==> src/rtl/riscv_pkg.sv <==
// riscv_pkg: core-wide widths, reset-vector default and the fetch FSM state encoding.
//   XLEN             address / PC width
//   ILEN             instruction word width
//   DEFAULT_RESET_PC first fetch address when the top does not override it
//   fetch_state_t    BOOT (one idle cycle), RUN (fetching), HALT (stopped until reset)
package riscv_pkg;
   localparam int XLEN = 32;
   localparam int ILEN = 32;
   localparam logic [XLEN-1:0] DEFAULT_RESET_PC = 32'h0000_0000;
   typedef enum logic [1:0] {BOOT, RUN, HALT} fetch_state_t;
endpackage

==> src/rtl/fetch_fifo.sv <==
// fetch_fifo: synchronous FIFO of {pc, instruction} pairs between fetch and decode.
//   clk, reset_n        clock, asynchronous active-low reset
//   push, push_pc/data  write one entry
//   pop                 retire the head entry
//   flush               empty the FIFO (wins over push/pop)
//   count               number of valid entries
//   head_pc, head_data  oldest entry, valid while count != 0
module fetch_fifo import riscv_pkg::*; #(
   parameter int DEPTH = 2
)(
   input  logic                   clk,
   input  logic                   reset_n,
   input  logic                   push,
   input  logic                   pop,
   input  logic                   flush,
   input  logic [XLEN-1:0]        push_pc,
   input  logic [ILEN-1:0]        push_data,
   output logic [$clog2(DEPTH):0] count,
   output logic [XLEN-1:0]        head_pc,
   output logic [ILEN-1:0]        head_data
);
   localparam int AW = $clog2(DEPTH);
   localparam int CW = AW + 1;
   logic [AW-1:0] wr_ptr, rd_ptr;
   logic [XLEN-1:0] pc_mem [DEPTH];
   logic [ILEN-1:0] data_mem [DEPTH];
   always_ff @(posedge clk or negedge reset_n)
      if (!reset_n) begin
         wr_ptr <= '0;
         rd_ptr <= '0;
         count  <= '0;
      end else if (flush) begin
         wr_ptr <= '0;
         rd_ptr <= '0;
         count  <= '0;
      end else begin
         if (push) wr_ptr <= wr_ptr + AW'(1);
         if (pop) rd_ptr <= rd_ptr + AW'(1);
         count <= count + CW'(push) - CW'(pop);
      end
   // Storage needs no reset; a full FIFO may push and pop together because the
   // head is read combinationally before the slot is overwritten at the edge.
   always_ff @(posedge clk)
      if (push && !flush) begin
         pc_mem[wr_ptr]   <= push_pc;
         data_mem[wr_ptr] <= push_data;
      end
   assign head_pc   = pc_mem[rd_ptr];
   assign head_data = data_mem[rd_ptr];
endmodule

==> src/rtl/instruction_fetch.sv <==
// instruction_fetch: RISC-V fetch stage; owns the PC, issues word reads to
// instruction memory, buffers returned words with their PCs for decode and
// squashes wrong-path instructions on a jump/branch redirect.
//   clk, reset_n               clock, asynchronous active-low reset
//   jb_enable, jb_target_pc    redirect request and target
//   imem_req, imem_addr        fetch request / word address
//   imem_gnt                   request accepted this cycle
//   imem_rvalid, imem_rdata    in-order read response
//   inst_valid, inst_pc,
//   inst_data, inst_ready      instruction handshake to decode
//   misalign_err               sticky: a redirect target was not word-aligned
module instruction_fetch import riscv_pkg::*; #(
   parameter logic [XLEN-1:0] RESET_PC   = DEFAULT_RESET_PC,
   parameter int              FIFO_DEPTH = 2
)(
   input  logic            clk,
   input  logic            reset_n,
   input  logic            jb_enable,
   input  logic [XLEN-1:0] jb_target_pc,
   output logic            imem_req,
   output logic [XLEN-1:0] imem_addr,
   input  logic            imem_gnt,
   input  logic            imem_rvalid,
   input  logic [ILEN-1:0] imem_rdata,
   output logic            inst_valid,
   output logic [XLEN-1:0] inst_pc,
   output logic [ILEN-1:0] inst_data,
   input  logic            inst_ready,
   output logic            misalign_err
);
   localparam int AW = $clog2(FIFO_DEPTH);
   localparam int CW = AW + 1;
   fetch_state_t state;
   logic [XLEN-1:0] fetch_pc;
   logic [CW-1:0] outstanding, drop_cnt, fifo_count;
   logic [AW-1:0] pend_wr, pend_rd;
   logic [XLEN-1:0] pend_mem [FIFO_DEPTH];
   logic run, take_jb, take_halt, redirect, credit, grant, rsp, push, pop;

   assign run       = state == RUN;
   assign take_jb   = jb_enable && state != HALT;
   assign take_halt = take_jb && jb_target_pc[1:0] != 2'b00;
   assign redirect  = jb_enable && run;
   assign pop       = inst_valid && inst_ready;
   // An entry leaving for decode this cycle frees its slot before any response
   // to a request issued now can arrive, so it counts as credit; this is what
   // sustains one instruction per cycle with a two-entry buffer.
   assign credit     = outstanding + fifo_count - CW'(pop) < CW'(FIFO_DEPTH);
   assign imem_req   = run && !jb_enable && credit;
   assign imem_addr  = fetch_pc;
   assign grant      = imem_req && imem_gnt;
   // Responses with nothing outstanding belong to grants from before a reset.
   assign rsp        = imem_rvalid && outstanding != '0;
   assign push       = rsp && drop_cnt == '0 && !jb_enable;
   assign inst_valid = fifo_count != '0 && run && !jb_enable;

   fetch_fifo #(.DEPTH(FIFO_DEPTH)) u_fifo (
      .clk       (clk),
      .reset_n   (reset_n),
      .push      (push),
      .pop       (pop),
      .flush     (redirect),
      .push_pc   (pend_mem[pend_rd]),
      .push_data (imem_rdata),
      .count     (fifo_count),
      .head_pc   (inst_pc),
      .head_data (inst_data)
   );

   always_ff @(posedge clk or negedge reset_n)
      if (!reset_n) begin
         state        <= BOOT;
         fetch_pc     <= RESET_PC;
         outstanding  <= '0;
         drop_cnt     <= '0;
         misalign_err <= 1'b0;
         pend_wr      <= '0;
         pend_rd      <= '0;
      end else begin
         state        <= take_halt ? HALT : state == BOOT ? RUN : state;
         misalign_err <= misalign_err || take_halt;
         fetch_pc     <= take_jb ? jb_target_pc : grant ? fetch_pc + 32'd4 : fetch_pc;
         outstanding  <= outstanding + CW'(grant) - CW'(rsp);
         // Every request still in flight after a redirect is wrong-path; since
         // drop_cnt never exceeds outstanding this also covers stacked redirects.
         drop_cnt     <= redirect ? outstanding - CW'(rsp) : drop_cnt - CW'(rsp && drop_cnt != '0);
         pend_wr      <= grant ? pend_wr + AW'(1) : pend_wr;
         pend_rd      <= rsp ? pend_rd + AW'(1) : pend_rd;
      end

   // PCs of granted requests, paired in order with the responses.
   always_ff @(posedge clk)
      if (grant) pend_mem[pend_wr] <= fetch_pc;
endmodule

==> config.mk <==
export PLATFORM = sky130hd
export DESIGN_NAME = instruction_fetch
export DESIGN_NICKNAME = d
export VERILOG_FILES = /design/src/rtl/riscv_pkg.sv /design/src/rtl/fetch_fifo.sv /design/src/rtl/instruction_fetch.sv
export SDC_FILE = /design/constraint.sdc
export NUM_CORES = 1
export LEC_CHECK = 0
export CAP_MARGIN = 15
export CORE_MARGIN = 10
export CORE_UTILIZATION = 55
export CTS_BUF_LIST = sky130_fd_sc_hd__clkbuf_4 sky130_fd_sc_hd__clkbuf_8
export DETAILED_ROUTE_END_ITERATION = 10
export GPL_TIMING_DRIVEN = 0
export PLACE_DENSITY_LB_ADDON = 0.3
export SETUP_SLACK_MARGIN = 0.02
export SYNTH_ARGS = -nofsm -noshare
export SYNTH_HDL_FRONTEND = slang
export SYNTH_SLANG_ARGS = --single-unit
==> constraint.sdc <==
create_clock -name clk -period 4.9 [get_ports clk]
set_input_delay 0.98 -clock clk [delete_from_list [all_inputs] [get_ports clk]]
set_output_delay 0.98 -clock clk [all_outputs]
set_load 0.03 [all_outputs]
## Yosys cells after proc, flatten, opt, wreduce, memory -nomap -nowiden

Memory sizes are Yosys's and may differ from the RTL's.
Cells that the tools add are included.

- Flip-flop bits (word level): 45
- Bits in writable memories: 192
- Input port bits: 70
- Output and inout bits: 99
- Word-level logic and storage cells: 70
- Memories: 3

- $add $sub $neg: 13
- Magnitude comparators: 1
- Equality and inequality tests: 2
- Muxes and demuxes: 14
- Reductions and logical operators: 27

Memory list:

| name | words | bits a word | read ports | clocked after Yosys merged registers in | write ports | RTL line | RTL |
|---|---|---|---|---|---|---|---|
| pend_mem | 2 | 32 | 1 | 0 | 1 | instruction_fetch.sv:37 | `logic [XLEN-1:0] pend_mem [FIFO_DEPTH];` |
| u_fifo.data_mem | 2 | 32 | 1 | 0 | 1 | fetch_fifo.sv:26 | `logic [ILEN-1:0] data_mem [DEPTH];` |
| u_fifo.pc_mem | 2 | 32 | 1 | 0 | 1 | fetch_fifo.sv:25 | `logic [XLEN-1:0] pc_mem [DEPTH];` |

Operator list:

| operator | count |
|---|---|
| $mux 32 | 2 |
| $add 32x3->32 const B | 1 |
| $reduce_bool 2->1 | 8 |
| $logic_and 1x1->1 | 14 |
| $sub 2x1->2 | 5 |
| $mux 1 | 8 |
| $mux 2 | 4 |
| $add 1x1->1 const B | 4 |
| $add 2x1->2 | 2 |
| $logic_not 2->1 | 2 |
| $add 2x2->2 | 1 |
| $eq 2x1->1 const B | 1 |
| $logic_not 1->1 | 2 |
| $lt 2x2->1 const B | 1 |
| $ne 2x2->1 const B | 1 |
| $logic_or 1x1->1 | 1 |

## Longest topological paths before layout

Gate-level depths: netlist of the first run.

- Word-level depth: 10
- Mapped depth: 14
- Mapped depth without buffers: 13

## By module

From an unflattened synthesis of the first run, not the netlist that was laid out.

- Cells, all modules: 586
- Area, all modules: 9760.6 um^2

Modules (own cells, without submodules):

| module | times used | cells an instance | area each (um^2) | sequential area each (um^2) |
|---|---|---|---|---|
| fetch_fifo | 1 | 216 | 5031.1 | 3943.8 |
| instruction_fetch | 1 | 370 | 4729.5 | 2947.8 |

## Worst setup path before layout of the first run

Ideal clock, no wire load.

- Kind: input -> register
- Start point: input port jb_enable
- End point: memory u_fifo.data_mem[0][0] (enable)
- Library setup time: 0.495 ns
- Data arrival time: 4.462 ns
- Required time: 4.405 ns
- Slack: -0.057 ns
- Cell stages on the path: 3
- Buffers on the path: 1
- Path through: buf_6 nor4_1 nor2b_1

- Cells in the longest elaborated chain, start to end: 5
- Elaborated cells between the ends (all ways): 7
- Classes of those cells: 2 x mux; 5 x reduce/logical

Ends and longest elaborated chain:

| item | RTL line | RTL |
|---|---|---|
| from (decl) | instruction_fetch.sv:18 | `input logic jb_enable,` |
| $logic_not 1->1 or $logic_and 1x1->1 (tied branches) | instruction_fetch.sv:54, instruction_fetch.sv:43 |  |
| $logic_and 1x1->1 or $logic_not 1->1 (tied branches) | instruction_fetch.sv:54, fetch_fifo.sv:44 |  |
| $logic_and 1x1->1 (*) | fetch_fifo.sv:44 | `if (push && !flush) begin` |
| $mux 1 (*) | fetch_fifo.sv:44 |  |
| $mux 1 (implied by the code) (*) | fetch_fifo.sv:46 | `data_mem[wr_ptr] <= push_data;` |
| to (decl) | fetch_fifo.sv:26 |  |

Every way passes the cells marked *; elsewhere a longest branch is shown, timed or not.

## Worst setup path after layout of the first run

- Start point: input port jb_enable
- End point: output port imem_req

- Cells in the longest elaborated chain, start to end: 6
- Elaborated cells between the ends (all ways): 7
- Classes of those cells: 1 x add/sub; 1 x order compare; 5 x reduce/logical

Ends and longest elaborated chain:

| item | RTL line | RTL |
|---|---|---|
| $logic_not 1->1 (*) | instruction_fetch.sv:49, instruction_fetch.sv:55 |  |
| $logic_and 1x1->1 | instruction_fetch.sv:55 | `assign inst_valid = fifo_count != '0 && run && !jb_enable;` |
| $logic_and 1x1->1 | instruction_fetch.sv:44 | `assign pop = inst_valid && inst_ready;` |
| $sub 2x1->2 | instruction_fetch.sv:48 | `assign credit = outstanding + fifo_count - CW'(pop) < CW'(FIFO_DEPTH);` |
| $lt 2x2->1 | instruction_fetch.sv:48 |  |
| $logic_and 1x1->1 (*) | instruction_fetch.sv:49 | `assign imem_req = run && !jb_enable && credit;` |
| to (decl) | instruction_fetch.sv:20 | `output logic imem_req,` |

Marked as above.

==> flow_summary.ini, run 1 <==
[worst_setup_path]
cp-end-kind = output pin
crit_type = in2out
crit_start = jb_enable
crit_arrival_ns = 3.48
critPathLaunchType = primary input
critPathMaxFanout = 9
required_ns = 3.92
crit_slowest_cell = clkdlybuf4s50_1
max_stage_delay_ns = 0.59
cp_cell_sequence = buf_6 > nor3b_1 > o21a_1 > and2_1 > ha_1 > and2b_2 > xor3_1 > nand2_1 > inv_1 > clkdlybuf4s50_1
r2r_start = state[0]

[cells_and_area]
nets = 882
drive_above_1_share_pct = 21.7
syn2layout_area_growth_pct = 30.1
design_area_um2 = 12400
num_antenna_cells = 0
fin_cells = 1059

[clock_network]
cts_setup_buffers = 0
post_cts_resized = 0
cts_sinks = 237
cts.reportedPaths.clkPinSlew_ns = 0.06
cts_made_buffers = 38
root_buffer = clkbuf_8
post_cts_hold_buffer_count = 0
htreeDepth = 2
clock_latency_ns = 0.53
cts_buffer_depth = 3
cts_tree = built

[synthesis]
ys.flop_type = edfxtp_1
syn-num-nets = 670
async_reset_ff_share_pct = 19.0
yosysSeqAreaShare_pct = 72.3
yosysWarnings = 0
ys_types = 44
synth_area_um2 = 9540
synth_edf_count = 192
syn_inst = 593
synth-seq-cells = 237
syn_area_per_cell_um2 = 16.1

[timing]
fmax_mhz = 224
max_slew_margin_pct = 38.1
maxSlewViolCount = 0
hold_viol_final = 0
setup_viol = 0
period_minus_slack_ns = 4.46
rsz0062_at_grt = false
period_share_pct = 91.1
worst_pin_slew_ns = 0.928
fin_ws_ns = 0.438
fin_skew_ns = 0.0131

[placement]
portBuffers = 167
place_ws_ns = 0.458
hpwl_um = 15200
placed_area_um2 = 11600
place_congestion = 0.846
dp.cells = 990

[route]
vias = 5762
routed_wl_um = 21700
detail_route.wl_per_cell_um = 20.5
ant_nets = 0
drc = 0
viasPerCell = 5.44
drtPass1Iterations = 5
dr.first_iter.drc_count = 389

[die]
rows = 48
start_util_pct = 55.5
fp.dieArea_um2 = 23000
die_width_um = 152
pin_count = 169
die_h_um = 152
core_area_um2 = 17200

[hold_path]
hold_class = in2async

[grt]
antenna_found_initial = 0
grt-ovfl-total = 0
grt_pass1_wl_um = 33700
track_usage_pct = 18.9
grt_max_degree = 65
grt_pass1_vias = 6184

[pwr]
power_density_nw_per_um2 = 470
ir_drop_v = 0.000270
p_leak_nw = 4.24

[run_status]
outcome = finished clean

[flow_run]
maxCapViolations = 0
==> critical path, delay by kind of cell <==
family / cells / cell delay (ns)
adder cells (fa/ha/maj): 1 / 0.26
AO/OA/AOI/OAI: 1 / 0.22
AND/OR/NAND/NOR: 4 / 0.89
XOR/XNOR: 1 / 0.33
buffers and inverters: 3 / 0.79
==> area by class of cell <==
class                      instances  area (µm²)
inverter                          10        37.5
fill                            1096        4770
multi-input combinational        324        2530
buffer                            22         100
sequential                       237        6890
clock buffer                      58         698
tap                              225         282
timing repair buffer             172        1780
clock inverter                    11        85.1
==> Yosys cell counts (all sizes together) (3+ instances only) <==
library cell,count,share of area (%)
o21ai,23,1.2
nor4b,3,0.28
nor2b,3,0.20
mux2,96,11
nor2,24,0.94
xor2,3,0.28
inv,10,0.39
edfxtp,192,60
or3,8,0.58
nor3,6,0.31
dfrtp,45,12
and4,4,0.37
xnor2,26,2.4
nand2,46,1.8
a31oi,8,0.52
ha,7,0.92
or4,3,0.24
clkbuf,18,0.71
nand3,10,0.52
nand4,11,0.72
buf,4,0.34
and2,6,0.39
a21oi,4,0.21
nor4,11,0.72
o31ai,3,0.24
==> cell families (layout without fill, tap and decap cells) <==
group / after synthesis / count (layout) / share of synthesized area (%)
AOI/OAI and AO/OA: 44 / 44 / 2.69
adders and majority gates: 7 / 7 / 0.918
muxes: 97 / 97 / 11.4
DFF: 237 / 237 / 72.3
xor gates and xnor gates: 31 / 31 / 3.15
buffers and inverters: 32 / 273 / 1.44
and+or+nand+nor: 145 / 145 / 8.11
==> cell usage in the layout (no fill, tap or decap), types with 10 or more instances in the layout <==
| cell type | n |
|---|---|
| nand2_1 | 46 |
| nor2_1 | 22 |
| xnor2_1 | 26 |
| clkdlybuf4s50_1 | 166 |
| dfrtp_1 | 45 |
| mux2_2 | 96 |
| nand3_1 | 10 |
| clkbuf_4 | 16 |
| clkbuf_8 | 42 |
| nand4_1 | 11 |
| inv_1 | 10 |
| nor4_1 | 11 |
| edfxtp_1 | 192 |
| o21ai_0 | 23 |
| clkbuf_1 | 18 |
==> power breakdown <==
part	leakage (nW)	switching, mW	total [mW]	internal (mW)
combinational	1.56	0.810	1.46	0.646
clock	0.415	0.736	1.70	0.967
sequential	2.26	0.215	2.67	2.45
==> path summary, 6_finish.rpt <==
path	to	slack, ns	cells past startpoint
min reg2reg	pend_mem[0][0]	0.50	0
max in group asynchronous	imem_addr[1]	3.92	2
min in group clk	pend_mem[0][0]	0.50	0
max reg2reg	pend_mem[0][22]	1.39	10
max	imem_req	0.44	10
min	imem_addr[15]	0.45	1
==> routing by layer <==
| layer | part of all wire [%] | up-vias | wire [µm] | global-route usage, % |
|---|---|---|---|---|
| li1 | - | 2681 | - | - |
| met5 | 0 | - | 0 | 0 |
| met1 | 40 | 2857 | 8750 | 22.8 |
| met2 | 51 | 193 | 11000 | 32.3 |
| met3 | 7.2 | 31 | 1560 | 5.38 |
| met4 | 1.7 | 0 | 369 | 5.72 |
==> registers in the layout, summed over array words and instances (netlist names), 2 cells and up <==
register	cells
outstanding	2
u_fifo.count	2
pend_mem	64
u_fifo.pc_mem	64
u_fifo.data_mem	64
imem_addr	32
drop_cnt	2
state	2
==> through the flow <==
step           power [mW]  util [%]  hold WS [ns]  TNS (ns)
6_report             5.83      72.2         0.452         0
5_1_grt              6.09      72.2         0.454         0
4_1_cts              5.87      72.2         0.436         0
3_5_place_dp         4.16      67.7         0.496         0
3_3_place_gp         4.10      66.9         0.466    -83.27
2_1_floorplan        3.55         -         0.510         0
Power figures use the tool's default switching activity.
==> run 2, diff against run 1 <==
CORE_ASPECT_RATIO = 1.4   (was not set)
==> flow_summary.ini, run 2 (same netlist as run 1, synthesis figures left out) <==
[route]
vias = 5814
drc = 0
detail_route.wl_per_cell_um = 20.3
routed_wl_um = 21600
dr.first_iter.drc_count = 319
viasPerCell = 5.48
drtPass1Iterations = 5
ant_nets = 0

[clock_network]
root_buffer = clkbuf_8
post_cts_resized = 0
cts.reportedPaths.clkPinSlew_ns = 0.06
cts_made_buffers = 36
cts_setup_buffers = 0
cts_tree = built
cts_buffer_depth = 3
cts_sinks = 237
clock_latency_ns = 0.51
post_cts_hold_buffer_count = 0
htreeDepth = 2

[die]
rows = 56
start_util_pct = 56.5
core_area_um2 = 16900
fp.dieArea_um2 = 23100
pin_count = 169
die_width_um = 131
die_h_um = 176

[worst_setup_path]
crit_start = jb_enable
required_ns = 3.92
crit_type = in2out
critPathMaxFanout = 9
timing.rr.end = pend_mem[1][23]
critPathLaunchType = primary input
rr_worst_depth = 10
cp-end-kind = output pin
endpoint = imem_req
crit_arrival_ns = 3.49
reg2reg_setup_slack_ns = 1.37
r2r_start = state[0]

[pwr]
power_density_nw_per_um2 = 476
p_leak_nw = 4.26
ir_drop_v = 0.000352

[cells_and_area]
n_fill_cell = 1070
mostFrequentLayoutCells = edfxtp_1 (192), clkdlybuf4s50_1 (166), mux2_2 (96), nand2_1 (46), clkbuf_8 (46)
nets = 880
final_common_cell = edfxtp_1
drive_above_1_share_pct = 21.5
syn2layout_area_growth_pct = 30.7
reg_top3 = pend_mem: 64 flops, u_fifo.data_mem: 64 flops, u_fifo.pc_mem: 64 flops
num_antenna_cells = 0
design_area_um2 = 12500

[grt]
grt_pass1_vias = 6194
grt_pass1_wl_um = 33500
grt_max_degree = 65
grt-ovfl-total = 0
track_usage_pct = 18.2
antenna_found_initial = 0

[timing]
period_minus_slack_ns = 4.47
worst_pin_slew_ns = 0.928
hold_viol_final = 0
setup_viol = 0
hold_slack_ns = 0.369
rsz0062_at_grt = false
fmax_mhz = 224
max_slew_margin_pct = 38.1
tns_ns = 0
maxSlewViolCount = 0
fin_skew_ns = 0.0188
period_share_pct = 91.2

[placement]
portBuffers = 167
placed_area_um2 = 11600
place_congestion = 0.887
hpwl_um = 15200

[hold_path]
hold_class = in2async

[flow_run]
maxCapViolations = 0

[run_status]
outcome = finished clean
==> run 2: worst max-delay path, cell delays in order <==
cell             delay, ns
buf_6                 0.11
nor3b_1               0.28
o21a_1                0.20
and2_1                0.20
ha_1                  0.27
and2b_2               0.25
xor3_1                0.33
nand2_1               0.18
inv_1                 0.07
clkdlybuf4s50_1       0.61
==> run 2: where the power goes <==
part	internal, mW	total (mW)	leakage (nW)	switching (mW)
clock network	1.09	1.80	0.438	0.707
logic	0.643	1.45	1.56	0.809
registers	2.45	2.68	2.26	0.228
total	4.19	5.93	4.26	1.74
==> run 2: routing by layer <==
metal / up-vias / GRT usage, % / part of all wire [%]
met2: 233 / 33.3 / 53
met3: 33 / 4.23 / 6.7
li1: 2672 / - / -
met1: 2876 / 20.4 / 38
met5: - / 0 / 0
met4: 0 / 6.27 / 1.6
==> run 2: stage by stage <==
| stage | util, % | cells | setup slack, ns | total power, mW |
|---|---|---|---|---|
| global placement | 68.1 | 992 | -0.950 | 4.11 |
| floorplan | - | 593 | 0.0219 | 3.55 |
| detailed placement | 68.9 | 997 | 0.405 | 4.17 |
| finish | 73.8 | 1061 | 0.431 | 5.93 |
| global route | 73.8 | 1061 | 0.258 | 6.17 |
| CTS | 73.8 | 1061 | 0.402 | 5.98 |
==> run 2: final cells by class <==
class | instances | area (µm²) | area share (%)
Buffer | 22 | 100 | 0.803
Tap cell | 232 | 290 | 2.33
Sequential cell | 237 | 6890 | 55.3
Multi-Input combinational cell | 324 | 2530 | 20.3
Clock inverter | 6 | 104 | 0.833
Clock buffer | 58 | 723 | 5.80
Inverter | 10 | 37.5 | 0.301
Timing Repair Buffer | 172 | 1780 | 14.3
==> run 2: worst min-delay path by stage <==
stage	from	to	slack [ns]	cells past startpoint
6_report	reset_n	imem_addr[18]	0.37	1
5_1_grt	reset_n	imem_addr[20]	0.37	1
4_1_cts	reset_n	imem_addr[16]	0.36	1
3_5_place_dp	imem_addr[0]	pend_mem[0][0]	0.50	0
3_3_place_gp	imem_addr[0]	pend_mem[0][0]	0.48	0
2_1_floorplan	outstanding[0]	outstanding[0]	0.51	1
